===== config.mk =====
export PLATFORM = sky130hd
export DESIGN_NAME = regfile_wb_arbiter
export DESIGN_NICKNAME = d
export VERILOG_FILES = /design/src/rtl/regfile_wb_arbiter.sv
export SDC_FILE = /design/constraint.sdc
export NUM_CORES = 1
export LEC_CHECK = 0
export BUFFER_PORTS_ARGS = -buffer_cell sky130_fd_sc_hd__buf_2
export CAP_MARGIN = 10
export CORE_MARGIN = 3
export CORE_UTILIZATION = 47
export DETAILED_ROUTE_END_ITERATION = 8
export HOLD_SLACK_MARGIN = 0.12
export PLACE_DENSITY = 0.81
export SETUP_SLACK_MARGIN = 0.5
export SLEW_MARGIN = 0
export SYNTH_ARGS = -nofsm -noshare
export SYNTH_HDL_FRONTEND = slang
export SYNTH_SLANG_ARGS = --single-unit

===== constraint.sdc =====
create_clock -name clk -period 2.84 [get_ports clk]
set_input_delay 0.568 -clock clk [delete_from_list [all_inputs] [get_ports clk]]
set_output_delay 0.568 -clock clk [all_outputs]
set_load 0.05 [all_outputs]

===== src/rtl/regfile_wb_arbiter.sv =====
// regfile_wb_arbiter
// Owns the single write port of the register file. Two writeback sources
// (ALU and load unit) compete for it through valid/ready handshakes with
// round-robin arbitration. An accepted request is registered and presented
// to the register file one cycle later. A pending-write scoreboard flags
// read-after-write hazards on the issue stage's two read addresses.
module regfile_wb_arbiter #(
    parameter int DATA_W   = 19,
    parameter int ADDR_W   = 4,
    parameter int NUM_REGS = 16
) (
    input  logic                clk,
    input  logic                rst_n,
    input  logic                alu_valid,
    output logic                alu_ready,
    input  logic [ADDR_W-1:0]   alu_rd,
    input  logic [DATA_W-1:0]   alu_data,
    input  logic                mem_valid,
    output logic                mem_ready,
    input  logic [ADDR_W-1:0]   mem_rd,
    input  logic [DATA_W-1:0]   mem_data,
    input  logic                issue_valid,
    input  logic [ADDR_W-1:0]   issue_rd,
    input  logic [ADDR_W-1:0]   rs1,
    input  logic [ADDR_W-1:0]   rs2,
    output logic                rs_hazard,
    output logic                RegWrite,
    output logic [ADDR_W-1:0]   WriteReg,
    output logic [DATA_W-1:0]   WriteData,
    output logic [NUM_REGS-1:0] busy_mask
);

    // Identity of the most recent winner; the other side wins the next tie.
    typedef enum logic {
        GRANT_ALU = 1'b0,
        GRANT_MEM = 1'b1
    } grant_e;

    grant_e              lastGrant_r;
    grant_e              lastGrantNext_s;

    logic                aluReady_s;
    logic                memReady_s;
    logic                xfer_s;
    logic [ADDR_W-1:0]   xferRd_s;
    logic [DATA_W-1:0]   xferData_s;

    logic                regWrite_r;
    logic [ADDR_W-1:0]   writeReg_r;
    logic [DATA_W-1:0]   writeData_r;

    logic [NUM_REGS-1:0] busy_r;
    logic [NUM_REGS-1:0] busyNext_s;

    // Round-robin grant: a lone requester always wins, a tie goes to the
    // side that did not win last. Ready depends only on valids and history.
    always_comb begin
        aluReady_s = 1'b0;
        memReady_s = 1'b0;
        case ({alu_valid, mem_valid})
            2'b10: begin
                aluReady_s = 1'b1;
            end
            2'b01: begin
                memReady_s = 1'b1;
            end
            2'b11: begin
                if (lastGrant_r == GRANT_MEM) begin
                    aluReady_s = 1'b1;
                end else begin
                    memReady_s = 1'b1;
                end
            end
            default: begin
                aluReady_s = 1'b0;
                memReady_s = 1'b0;
            end
        endcase
    end

    // Select the transferring request and the next grant history.
    always_comb begin
        xfer_s          = aluReady_s | memReady_s;
        xferRd_s        = {ADDR_W{1'b0}};
        xferData_s      = {DATA_W{1'b0}};
        lastGrantNext_s = lastGrant_r;
        if (aluReady_s) begin
            xferRd_s        = alu_rd;
            xferData_s      = alu_data;
            lastGrantNext_s = GRANT_ALU;
        end else if (memReady_s) begin
            xferRd_s        = mem_rd;
            xferData_s      = mem_data;
            lastGrantNext_s = GRANT_MEM;
        end else begin
            lastGrantNext_s = lastGrant_r;
        end
    end

    // Scoreboard update: a transfer retires its destination, an issue marks
    // its destination pending. The issue is applied last so it wins a
    // same-register collision (it belongs to the younger instruction).
    always_comb begin
        busyNext_s = busy_r;
        if (xfer_s) begin
            busyNext_s[xferRd_s] = 1'b0;
        end else begin
            busyNext_s = busy_r;
        end
        if (issue_valid) begin
            busyNext_s[issue_rd] = 1'b1;
        end else begin
            busyNext_s = busyNext_s;
        end
    end

    // Grant history; reset to MEM so the ALU wins the first tie.
    always_ff @(posedge clk or negedge rst_n) begin
        if (!rst_n) begin
            lastGrant_r <= GRANT_MEM;
        end else begin
            lastGrant_r <= lastGrantNext_s;
        end
    end

    // Register-file write port: one cycle after a transfer. Address and data
    // hold when idle; reset drops any accepted-but-uncommitted write.
    always_ff @(posedge clk or negedge rst_n) begin
        if (!rst_n) begin
            regWrite_r  <= 1'b0;
            writeReg_r  <= {ADDR_W{1'b0}};
            writeData_r <= {DATA_W{1'b0}};
        end else begin
            regWrite_r <= xfer_s;
            if (xfer_s) begin
                writeReg_r  <= xferRd_s;
                writeData_r <= xferData_s;
            end
        end
    end

    // Pending-write scoreboard state.
    always_ff @(posedge clk or negedge rst_n) begin
        if (!rst_n) begin
            busy_r <= {NUM_REGS{1'b0}};
        end else begin
            busy_r <= busyNext_s;
        end
    end

    assign alu_ready = aluReady_s;
    assign mem_ready = memReady_s;
    assign RegWrite  = regWrite_r;
    assign WriteReg  = writeReg_r;
    assign WriteData = writeData_r;
    assign busy_mask = busy_r;

    // During the commit cycle the register file still returns the old value,
    // so the register being written is treated as a hazard too.
    assign rs_hazard = busy_r[rs1] | busy_r[rs2] |
                       (regWrite_r && ((writeReg_r == rs1) || (writeReg_r == rs2)));

endmodule


==> results.md <==
Critical path:
- The worst setup path is captured at a primary output.
- The worst setup path is of the reg -> out kind.
- In this run the worst setup path begins at busy_mask[13].
- The worst reg-to-reg setup slack is 0.91 ns.
- The critical register-to-register path startpoint is lastGrant_r.
- The data required time at the worst endpoint is ~2.3 ns.
- STA classifies the critical path startpoint as a flop.
- Of all nets on the critical path, the largest fanout is 4.
- For the worst setup path, the data arrival time is 2.15 ns.

STA:
- Setup repair after global routing could not meet its margin everywhere.
- The number of pins with negative max-slew slack in the final report is 0.
- The worst pin sits at a relative slew slack of 0.4004.
- Dividing the final minimum period by the clock period gives 0.9554.
- The time the worst path needs with I/O delays and setup is 2.713 ns.
- Between clock sinks in the finished design, the worst skew comes to 0.005819 ns.
- For the pin with the worst max-slew slack, the measured transition is 0.8995 ns.
- Setup violations remaining at the end of the flow were counted as 0.
- For this run, the top clock speed supported by timing is between 300 and 400 MHz.
- The number of failing hold endpoints at the final stage is 0.
- After layout, the worst setup slack is 0.1266 ns.

Status:
- The run finished with clean final reports.

Clocking:
- The buffer depth of the longest clock path is 2.
- Clock-pin slew was measured on the worst setup and hold paths at 0.07 ns.
- The total number of clock tree sinks is 41.
- TritonCTS built the clock tree.
- The root buffer cell chosen for the clock tree is sky130_fd_sc_hd__clkbuf_8.
- The H-tree depth reported by CTS is 2.
- The clock reaches the later pin of the worst-skew pair after 0.28 ns.
- Counting the buffers created by CTS gives 5.
- The hold buffer count at CTS is 0.

Route:
- Wires add up to about 6500 µm.
- The first detailed-routing pass took 4 iterations.
- The first routing iteration left 222 violations.
- Using the TritonRoute via totals, the vias-per-cell ratio works out to about 5.7.
- After detailed routing, the number of remaining DRC violations is 0.
- The residual antenna-violating net count after detailed routing is 0.
- Dividing the detail-routed wire length by the instance count gives 16.85 µm.
- The via count of the routed design is 2192.

Yosys:
- The simple-gate share of the synthesized area is 0.1437.
- The mapped cell area is 2272 µm².
- The largest family of logic cells by synthesized area is multiplexers.
- The commonest register cell after synthesis is sky130_fd_sc_hd__dfrtp_1.
- Of the post-synthesis cell area, the dominant cell type holds 0.4405.
- After synthesis, the mean cell area works out to approximately 10 µm².
- The number of enable flip-flop cells after synthesis is 0.
- The synthesized-area fraction occupied by ao, oa, aoi and oai cells was 0.1481.
- During synthesis, Yosys emitted a total of 0 warnings.
- The number of distinct standard cells referenced by the synthesized netlist is 27.
- The synthesized design contains 41 register bits.
- The synthesized netlist net count is 285.
- After synthesis, the share of cell area in mux cells is 0.1999.
- Summed over all instances, the cell type with the most area after synthesis is sky130_fd_sc_hd__dfrtp_1.
- Of the total synthesized cell area, the portion taken by XOR and XNOR cells is 0.03084.
- Sorting the synthesized cells by area gives the leading types as sky130_fd_sc_hd__dfrtp_1, sky130_fd_sc_hd__mux2_2, sky130_fd_sc_hd__nor2_1.
- The arithmetic-cell share of the synthesized area counting full adders, half adders and majority gates is 0.
- The fraction of the yosys area taken by sequential cells is 0.4521.
- The post-synthesis cell count is 222.
- Counting flops with an async set or reset pin after synthesis yields a share of 1.000.
- After synthesis, the most frequently instantiated cells are sky130_fd_sc_hd__dfrtp_1, sky130_fd_sc_hd__nor2_1, sky130_fd_sc_hd__o21ai_0.

Power and ir drop:
- The power density of the placed cells is 737.7 nW/µm².
- The cell-internal power is 1.244 mW.
- The analysis attributes to cell leakage a power of around 1.4 nW.
- The combinational fraction of design power is 0.453.
- The worst-case IR drop observed on VDD is ~0.35 mV.
- Of the total power, the share spent switching nets is 0.4361.
- Of the total power, the clock network draws 0.184.
- The sequential fraction of design power is 0.362.
- Summed over all nets, the switching power comes to 0.9621 mW.

Placed design:
- Prior to clock tree synthesis, the placed netlist has a worst setup slack of -0.003865 ns.
- At the end of routability-driven placement, the weighted congestion stood at 0.8658.
- The count of port buffers added during placement is roughly 110.
- The HPWL after detailed placement is between 4000 and 5000 µm.
- Including well taps, the total number of placed cells is 372.

Cells and area:
- The area growth from synthesis to layout is 31.61%.
- The antenna diode instance count is 0.
- The filler cells instantiated in the layout total 380.
- The post-layout instance count excluding filler cells is 384.
- The multi-input combinational cells in the finished layout cover a total of 1181 µm².
- The combined flip-flop and latch cell area is between 1000 and 1500 µm².
- At the end of the flow, the number of nets in the layout was approximately 400.
- The final core utilization is 0.6639.
- Of the cells placed in the final design, the portion with a size suffix greater than 1 is 0.4699.

Die:
- The die is 75.53 µm wide.
- During I/O placement, the number of pins put on the boundary was 106.
- The number of placement rows is 24.
- The floorplan core area is 4504 µm².
- The starting density of the core is 0.5044.
- The area enclosed by the die boundary is 5705 µm².
- The height of the die is 75.53 µm.

GRT:
- The pin count of the biggest net entering global routing is 42.
- Across every metal layer, demand over resource in global routing totals 0.2333.
- The total overflow left after global routing is 0.
- The via count of the first global-routing pass came to 2143.
- The initial antenna violation count is 0.
- The global-route wire length before repair is 10170 µm.

Flow run:
- The number of max-cap violations is 0.

Hold path:
- The class of the tightest hold or removal check is in -> async.
==> registers in the layout (all words and copies together), names as in the netlist <==
register	count
WriteReg	4
RegWrite	1
lastGrant_r	1
busy_mask	16
WriteData	19
==> per-stage QoR <==
step / power (mW) / instance area, µm² / hold slack (ns) / TNS, ns
after global routing: 2.318 / 2990 / 0.4638 / 0
final: 2.206 / 2990 / 0.4073 / 0
after CTS: 2.205 / 2983 / 0.4413 / 0
after floorplan: 1.482 / 2287 / 0.2724 / 0
after detailed placement: 1.758 / 2848 / 0.5266 / -0.003865
after global placement: 1.740 / 2848 / 0.5181 / 0
==> timing repair <==
action	in CTS	in global routing
buffers inserted	3	1
pin swaps	1	0
resized for setup	10	0
setup endpoints to repair	1	1
==> layer usage <==
| metal | share of wire | routed length (µm) | track usage | vias up |
|---|---|---|---|---|
| met4 | 0.013 | 87 | 0.07961 | 0 |
| met3 | 0.053 | 346 | 0.04222 | 11 |
| met1 | 0.41 | 2623 | 0.3003 | 1069 |
| met2 | 0.53 | 3414 | 0.3969 | 86 |
| li1 | - | - | - | 1026 |
| met5 | 0 | 0 | 0 | - |
==> power by group through the flow <==
| stage | logic, mW | clock network [mW] | registers, mW |
|---|---|---|---|
| 3_3_place_gp | 0.937 | 0 | 0.803 |
| 4_1_cts | 0.994 | 0.416 | 0.794 |
| 3_5_place_dp | 0.952 | 0 | 0.807 |
| 5_1_grt | 1.06 | 0.444 | 0.812 |
| 6_report | 1.00 | 0.407 | 0.799 |
| 2_1_floorplan | 0.320 | 0 | 1.16 |
==> layout make-up <==
| class | count | area share |
|---|---|---|
| Clock buffer | 7 | 0.03222 |
| Clock inverter | 1 | 0.001674 |
| Inverter | 2 | 0.002510 |
| Multi-Input combinational cell | 168 | 0.3950 |
| Sequential cell | 41 | 0.3435 |
| Tap cell | 52 | 0.02176 |
| Timing Repair Buffer | 113 | 0.2033 |
==> kinds of logic (layout without fill, tap and decap cells) <==
logic type,after synthesis,count (layout)
buffers and inverters,13,123
DFF,41,41
AOI/OAI and AO/OA,57,57
and+or+nand+nor,74,74
xor gates and xnor gates,8,8
muxes,29,29
==> worst paths after layout <==
kind                                       to  cells past startpoint
worst max-delay path                rs_hazard                      4
worst min-delay path            busy_mask[11]                      1
worst max register to register   busy_mask[5]                      7
worst min register to register    lastGrant_r                      1
max in group asynchronous         WriteReg[3]                      1
min in group clk                 WriteData[7]                      3
==> worst max-delay path: stages, from the launching register on <==
cell and delay, ns:
sky130_fd_sc_hd__dfrtp_1 0.42, sky130_fd_sc_hd__mux4_2 0.48, sky130_fd_sc_hd__mux4_2 0.49, sky130_fd_sc_hd__a211o_4 0.33, sky130_fd_sc_hd__buf_8 0.15
==> cells in the final DEF, fill, tap and decap left out, types with 2 or more instances in the layout <==
cell type                  Yosys  final
sky130_fd_sc_hd__nor2_1       40     40
sky130_fd_sc_hd__inv_1         2      2
sky130_fd_sc_hd__buf_6         1      2
sky130_fd_sc_hd__mux4_2        6     10
sky130_fd_sc_hd__buf_2         1    102
sky130_fd_sc_hd__mux2_2       19     19
sky130_fd_sc_hd__xor2_1        4      4
sky130_fd_sc_hd__buf_4         0      8
sky130_fd_sc_hd__a32oi_1       4      4
sky130_fd_sc_hd__dfrtp_1      40     40
sky130_fd_sc_hd__o21ai_0      30     30
sky130_fd_sc_hd__xnor2_1       4      4
sky130_fd_sc_hd__nand3b_1      2      2
sky130_fd_sc_hd__nand3_1       3      3
sky130_fd_sc_hd__nand2b_1      8      8
sky130_fd_sc_hd__nand2_1      15     15
sky130_fd_sc_hd__or2_2         3      3
sky130_fd_sc_hd__o22ai_1      19     19
sky130_fd_sc_hd__clkbuf_8      0      7
Power figures use the tool's default switching activity.
